==> src/rtl/alu_seq_pkg.sv <==
// alu_seq_pkg: op codes and FSM state type shared by the ALU sequencer files.
package alu_seq_pkg;
    localparam logic [3:0] OP_OR   = 4'd0;
    localparam logic [3:0] OP_AND  = 4'd1;
    localparam logic [3:0] OP_NOT  = 4'd2;
    localparam logic [3:0] OP_ADD  = 4'd3;
    localparam logic [3:0] OP_SUB  = 4'd4;
    localparam logic [3:0] OP_SHR  = 4'd5;
    localparam logic [3:0] OP_SHRA = 4'd6;
    localparam logic [3:0] OP_SHL  = 4'd7;
    localparam logic [3:0] OP_ROR  = 4'd8;
    localparam logic [3:0] OP_ROL  = 4'd9;
    localparam logic [3:0] OP_NEG  = 4'd10;
    localparam logic [3:0] OP_MUL  = 4'd11;
    localparam logic [3:0] OP_DIV  = 4'd12;
    localparam logic [3:0] OP_LAST = 4'd12;
    typedef enum logic [1:0] {IDLE, EXEC, DONE} state_t;
endpackage

==> src/rtl/alu_sequencer_if.sv <==
// alu_sequencer_if: request, ALU-operand and response bundle; master = sequencer side.
interface alu_sequencer_if;
    logic        req_valid;
    logic        req_ready;
    logic [3:0]  req_op;
    logic [31:0] req_a;
    logic [31:0] req_b;
    logic [31:0] alu_a;
    logic [31:0] alu_b;
    logic [3:0]  alu_op;
    logic [63:0] alu_result;
    logic        rsp_valid;
    logic        rsp_ready;
    logic [31:0] rsp_hi;
    logic [31:0] rsp_lo;
    logic        rsp_err;
    logic        busy;
    modport master (
        input  req_valid, req_op, req_a, req_b, alu_result, rsp_ready,
        output req_ready, alu_a, alu_b, alu_op, rsp_valid, rsp_hi, rsp_lo, rsp_err, busy
    );
    modport slave (
        output req_valid, req_op, req_a, req_b, alu_result, rsp_ready,
        input  req_ready, alu_a, alu_b, alu_op, rsp_valid, rsp_hi, rsp_lo, rsp_err, busy
    );
endinterface

==> src/rtl/alu_seq_lat_decode.sv <==
// alu_seq_lat_decode: maps an op code to its hold latency and validity.
module alu_seq_lat_decode
    import alu_seq_pkg::*;
#(
    parameter int ALU_CYCLES = 1,
    parameter int MUL_CYCLES = 4,
    parameter int DIV_CYCLES = 8
) (
    input  logic [3:0] op,
    output logic [7:0] latency,
    output logic       op_valid
);
    if (ALU_CYCLES < 1 || ALU_CYCLES > 255 || MUL_CYCLES < 1 || MUL_CYCLES > 255 ||
        DIV_CYCLES < 1 || DIV_CYCLES > 255) begin : g_bad_cycles
        $error("alu_seq_lat_decode: cycle counts must be in 1..255");
    end
    // Invalid ops respond after a single cycle, like a latency-1 op.
    always_comb begin
        op_valid = op <= OP_LAST;
        latency  = op == OP_MUL ? 8'(MUL_CYCLES) :
                   op == OP_DIV ? 8'(DIV_CYCLES) :
                   op_valid     ? 8'(ALU_CYCLES) : 8'd1;
    end
endmodule

==> src/rtl/alu_sequencer.sv <==
// alu_sequencer: holds ALU operands for an op-dependent number of cycles, then returns HI/LO.
// Define ALU_SEQ_DIVZERO_CHECK_EN to reject DIV with a zero divisor instead of executing it.
module alu_sequencer
    import alu_seq_pkg::*;
#(
    parameter int ALU_CYCLES = 1,
    parameter int MUL_CYCLES = 4,
    parameter int DIV_CYCLES = 8
) (
    input logic             clock,
    input logic             clear,
    alu_sequencer_if.master bus
);
    state_t     state, state_n;
    logic [7:0] cnt, latency;
    logic       op_valid, div_zero, bad, fail;
    alu_seq_lat_decode #(
        .ALU_CYCLES(ALU_CYCLES),
        .MUL_CYCLES(MUL_CYCLES),
        .DIV_CYCLES(DIV_CYCLES)
    ) u_lat (
        .op      (bus.req_op),
        .latency (latency),
        .op_valid(op_valid)
    );
`ifdef ALU_SEQ_DIVZERO_CHECK_EN
    assign div_zero = bus.req_op == OP_DIV && bus.req_b == '0;
`else
    assign div_zero = 1'b0;
`endif
    assign bad           = !op_valid || div_zero;
    assign bus.req_ready = state == IDLE;
    assign bus.rsp_valid = state == DONE;
    assign bus.busy      = state != IDLE;
    always_comb begin
        state_n = state;
        state_n = state == IDLE ? (bus.req_valid ? EXEC : IDLE) :
                  state == EXEC ? (cnt == '0 ? DONE : EXEC) :
                  (bus.rsp_ready ? IDLE : DONE);
    end
    // Rejected ops still pass through one EXEC cycle so every response appears after E1 or later.
    always_ff @(posedge clock or posedge clear) begin
        if (clear) begin
            state       <= IDLE;
            cnt         <= '0;
            fail        <= 1'b0;
            bus.alu_a   <= '0;
            bus.alu_b   <= '0;
            bus.alu_op  <= '0;
            bus.rsp_hi  <= '0;
            bus.rsp_lo  <= '0;
            bus.rsp_err <= 1'b0;
        end else begin
            state <= state_n;
            if (state == IDLE && bus.req_valid) begin
                bus.alu_a  <= bus.req_a;
                bus.alu_b  <= bus.req_b;
                bus.alu_op <= bus.req_op;
                cnt        <= bad ? 8'd0 : latency - 8'd1;
                fail       <= bad;
            end else if (state == EXEC) begin
                if (cnt != '0) begin
                    cnt <= cnt - 8'd1;
                end else begin
                    bus.rsp_hi  <= fail ? 32'd0 : bus.alu_result[63:32];
                    bus.rsp_lo  <= fail ? 32'd0 : bus.alu_result[31:0];
                    bus.rsp_err <= fail;
                end
            end
        end
    end
endmodule

==> src/flat_wrapper.sv <==
// flat-port wrapper written by rule: the top's interface ports become plain ports
module alu_sequencer_flat import alu_seq_pkg::*;
#(
    parameter int ALU_CYCLES = 1,
    parameter int MUL_CYCLES = 4,
    parameter int DIV_CYCLES = 8
)
  (clock, clear, bus_req_valid, bus_req_op, bus_req_a, bus_req_b, bus_alu_result, bus_rsp_ready, bus_req_ready, bus_alu_a, bus_alu_b, bus_alu_op, bus_rsp_valid, bus_rsp_hi, bus_rsp_lo, bus_rsp_err, bus_busy);
  alu_sequencer_if bus_i ();
  input logic clock;
  input logic clear;
  input wire logic [$bits(bus_i.req_valid)-1:0] bus_req_valid;
  input wire logic [$bits(bus_i.req_op)-1:0] bus_req_op;
  input wire logic [$bits(bus_i.req_a)-1:0] bus_req_a;
  input wire logic [$bits(bus_i.req_b)-1:0] bus_req_b;
  input wire logic [$bits(bus_i.alu_result)-1:0] bus_alu_result;
  input wire logic [$bits(bus_i.rsp_ready)-1:0] bus_rsp_ready;
  output wire logic [$bits(bus_i.req_ready)-1:0] bus_req_ready;
  output wire logic [$bits(bus_i.alu_a)-1:0] bus_alu_a;
  output wire logic [$bits(bus_i.alu_b)-1:0] bus_alu_b;
  output wire logic [$bits(bus_i.alu_op)-1:0] bus_alu_op;
  output wire logic [$bits(bus_i.rsp_valid)-1:0] bus_rsp_valid;
  output wire logic [$bits(bus_i.rsp_hi)-1:0] bus_rsp_hi;
  output wire logic [$bits(bus_i.rsp_lo)-1:0] bus_rsp_lo;
  output wire logic [$bits(bus_i.rsp_err)-1:0] bus_rsp_err;
  output wire logic [$bits(bus_i.busy)-1:0] bus_busy;
  assign bus_i.req_valid = bus_req_valid;
  assign bus_i.req_op = bus_req_op;
  assign bus_i.req_a = bus_req_a;
  assign bus_i.req_b = bus_req_b;
  assign bus_i.alu_result = bus_alu_result;
  assign bus_i.rsp_ready = bus_rsp_ready;
  assign bus_req_ready = bus_i.req_ready;
  assign bus_alu_a = bus_i.alu_a;
  assign bus_alu_b = bus_i.alu_b;
  assign bus_alu_op = bus_i.alu_op;
  assign bus_rsp_valid = bus_i.rsp_valid;
  assign bus_rsp_hi = bus_i.rsp_hi;
  assign bus_rsp_lo = bus_i.rsp_lo;
  assign bus_rsp_err = bus_i.rsp_err;
  assign bus_busy = bus_i.busy;
  alu_sequencer #(.ALU_CYCLES(ALU_CYCLES), .MUL_CYCLES(MUL_CYCLES), .DIV_CYCLES(DIV_CYCLES)) u_core (.clock(clock), .clear(clear), .bus(bus_i));
endmodule
==> config.mk <==
export PLATFORM = sky130hd
export DESIGN_NAME = alu_sequencer_flat
export DESIGN_NICKNAME = d
export VERILOG_FILES = /design/src/rtl/alu_seq_pkg.sv /design/src/rtl/alu_sequencer_if.sv /design/src/rtl/alu_seq_lat_decode.sv /design/src/rtl/alu_sequencer.sv /design/src/flat_wrapper.sv
export SDC_FILE = /design/constraint.sdc
export NUM_CORES = 1
export LEC_CHECK = 0
export ABC_AREA = 1
export CAP_MARGIN = 40
export CORE_MARGIN = 2
export CORE_UTILIZATION = 55
export CTS_CLUSTER_SIZE = 12
export DETAILED_ROUTE_END_ITERATION = 8
export DONT_BUFFER_PORTS = 1
export PLACE_DENSITY = 0.73
export SLEW_MARGIN = 15
export SYNTH_ARGS = -nofsm -noshare
export SYNTH_HDL_FRONTEND = slang
export SYNTH_SLANG_ARGS = --single-unit
==> constraint.sdc <==
create_clock -name clock -period 5.5 [get_ports clock]
set_input_delay 1.1 -clock clock [delete_from_list [all_inputs] [get_ports clock]]
set_output_delay 1.1 -clock clock [all_outputs]
set_load 0.01 [all_outputs]
==> metrics.md <==
| Metric | Value |
|---|---|
| Status | `complete, no violations` |
| Kind of critical path | `flop to output pin` |
| # diodes | `0` |
| Initial core utilization | `between 50 and 60%` |
| Number of global-route vias before repair | `4092` |
| Worst r2r path cells | `8` |
| Yosys top cell by area | `dfrtp_1` |
| CP Depth | `2` |
| RSZ-0062 raised after global routing | `false` |
| Routed via count | `4224` |
| CP bufs+invs | `1` |
| Endpoint type of the worst setup path | `output pin` |
| Area grow syn2layout | `10.49%` |
| Max frequency | `approximately 0.40 GHz` |
| Final setup vio count | `0` |
| Reg2reg start | `u_core.cnt[0]` |
| Non-Filler Instances | `815` |
| Routed len/inst | `between 15 and 20 µm` |
| Post-Syn Nets | `~810` |
| TritonCTS clock tree | `built` |
| Max Cap Viol | `0` |
| Critical path cell sequence | `nor2_2 -> inv_1` |
| Initial antenna violation count | `0` |
| CP Max Fanout | `3` |
| CP arrival | `between 1000 and 1500 ps` |
| Cts repair resizes | `0` |
| Clock Latency Late Sink | `about 500 ps` |
| Final hold viol count | `0` |
| # nets final | `around 800` |
| Die Wd | `107.5 µm` |
| Setup Fix Bufs, Post-CTS | `0` |
| Initial DRC count | `about 330` |
| CP required | `between 4000 and 5000 ps` |
| Sequential element share of the synthesized area | `61.19%` |
| Type of the worst min-delay path | `flop to flop` |
| Origin of the worst setup path | `u_core.state[0]` |
| Commonest cells after routing, fill and taps aside | `nand2_1, dfrtp_1, o21ai_1` |
| TNS Setup | `0 ps` |
| Area contributors post-synth | `dfrtp_1, nand2_1, o21ai_1` |
| CTS Buffer Depth | `2` |
| CP max stage delay | `410 ps` |
| Gpl congestion | `0.8216` |
| LEAKAGE | `approximately 3.4 nW` |
| Placed standard-cell area | `slightly below 0.006 mm²` |
| Critical path endpoint | `bus_busy` |
| Vias per cell | `between 5 and 6` |
| Post-synth top area share | `about three fifths` |
| Most common cell after layout, fill and taps aside | `nand2_1` |
| Dpl hpwl | `between 9000 and 10000 µm` |
| R2r setup slk | `3340 ps` |
| Worst-Margin Slew | `between 700 and 800 ps` |
| Hold_buf cts | `0` |
| Design area | `~0.0065 mm²` |
| Slew HR | `between 40% and 50%` |
| Clk_skew | `about 8.1 ps` |
| Critical Path Source Type | `flop` |
| Total GRT Usage | `about 22%` |
| Post-Route WL | `13100 µm` |
| DP Cell Count | `slightly below 800` |
| Clock root buffer | `clkbuf_8` |
| Clock period minus worst slack | `roughly 2500 ps` |
| Synthesized area | `0.005889 mm²` |
| First-pass GRT wire length | `~20000 µm` |
| Post-Syn Instances | `between 600 and 700` |
| Post-Syn Area per Cell | `between 8 and 9 µm²` |
| Slowest CP cell | `dfrtp_1` |
| I/O pins | `272` |
| Remaining Overflow, GRT | `0` |
| CTS H-tree lvls | `4` |
| Post-synth cell types | `25` |
| Worst slack, placed | `between 3000 and 4000 ps` |
| Clock sinks | `~140` |
| Pin count of the biggest net entering global routing | `88` |
| DRC | `0` |
| Core area | `0.01037 mm²` |
| Final WS setup | `roughly 3000 ps` |
| Port buffer count | `0` |
| Layout cells sized above 1 | `slightly above 8%` |
| Ys Warns | `0` |
| Crit path max-delay family | `flip-flops` |
| Max VDD drop | `between 200 and 300 µV` |
| Reg2reg end | `u_core.bus.rsp_lo[0]` |
| Final Max Tran Viols | `0` |
| Antenna Nets Post-Route | `0` |
| Number of buffers created by CTS | `17` |
| Power density of the placed cells | `657.4 mW/mm²` |
| #FFs+latches synth | `144` |
| Period utilization | `a little under half` |
| DRT Pass-1 Iters | `4` |
| Worst-path clk slew | `roughly 60 ps` |
| Row Count | `37` |
| Die Ht | `about 110 µm` |
| Full die area | `between 0.01 and 0.015 mm²` |
cell usage after synthesis:
library cell    n
o21ai_2         9
nand3b_1        1
o21ai_1        56
buf_2           8
nand2_1       348
buf_4           2
o21ai_0        10
ha_1            2
nor2_4          1
nor3_1          1
buf_1           1
a21oi_1         2
dfrtp_1       144
xor2_1          1
inv_2           1
nand4_1         4
nor2_1         11
nand3_4         1
nor2_2          3
or2_2           1
nand3_1         7
clkbuf_1       14
nand2_2         3
inv_1          36
buf_6           8
stage by stage:
| stage | power (W) | utilization (%) | hold slack [ps] |
|---|---|---|---|
| global route | 0.004586 | 62.75 | 541.9 |
| finish | 0.004278 | 62.75 | 516.8 |
| floorplan | 0.002910 | - | 464.1 |
| CTS | 0.004325 | 62.75 | 513.5 |
| global placement | 0.003120 | 56.81 | 485.0 |
| detailed placement | 0.003212 | 57.19 | 492.0 |
state kept, by name, summed over array words and instances (netlist names):
name,flops
u_core.bus.rsp_hi,32
u_core.bus.rsp_err,1
u_core.state,2
u_core.bus.rsp_lo,32
u_core.bus.alu_b,32
u_core.bus.alu_a,32
u_core.bus.alu_op,4
u_core.cnt,8
u_core.fail,1
kinds of logic after synthesis:
kind of cell	after synthesis	share of synthesized area, %
simple gates	381	25.35
buf+inv	70	5.779
flops	144	61.19
fa+ha+maj	2	0.4248
compound gates	77	7.117
xor+xnor	1	0.1487
metal layers:
layer	up-vias	routed length (µm)	GRT usage (%)	part of all wire [%]
met1	1952	5177	25.71	40
met3	15	1224	8.656	9.3
met2	193	6524	37.65	50
met4	0	173	9.249	1.3
li1	2064	-	-	-
met5	-	0	0	0
worst min path at each step:
stage / startpoint / endpoint / slack (ps) / depth (start not counted)
3_3_place_gp: u_core.cnt[0] / u_core.cnt[0] / 480 / 2
6_report: u_core.cnt[1] / u_core.cnt[1] / 520 / 2
4_1_cts: u_core.cnt[7] / u_core.cnt[7] / 510 / 2
3_5_place_dp: u_core.cnt[1] / u_core.cnt[1] / 490 / 2
5_1_grt: u_core.cnt[0] / u_core.cnt[0] / 540 / 2
2_1_floorplan: u_core.cnt[7] / u_core.cnt[7] / 460 / 2
worst reg2reg max path, cell delays in order, from the launching register on:
cell and delay [ps]:
dfrtp_1 400, inv_1 130, ha_1 270, nand3_1 170
nor2_4 210, nand2_4 340, buf_12 340, nand2_1 110
o21ai_1 70
area by class of cell:
class | instances | area (µm²)
clock inverters | 12 | 131.4
clock buffers | 20 | 445.4
flip-flops and latches | 144 | 3603
repair buffers | 5 | 62.56
inverters | 37 | 143.9
multi-input cells | 461 | 1951
fillers | 878 | 3862
well taps | 136 | 170.2
power breakdown:
group	total [W]	leakage, nW	internal, W	switching, W
Sequential	0.00210	1.81	0.00153	0.000568
Combinational	0.00108	1.35	0.000368	0.000709
Clock	0.00110	0.274	0.000671	0.000428
Power figures use the tool's default switching activity.
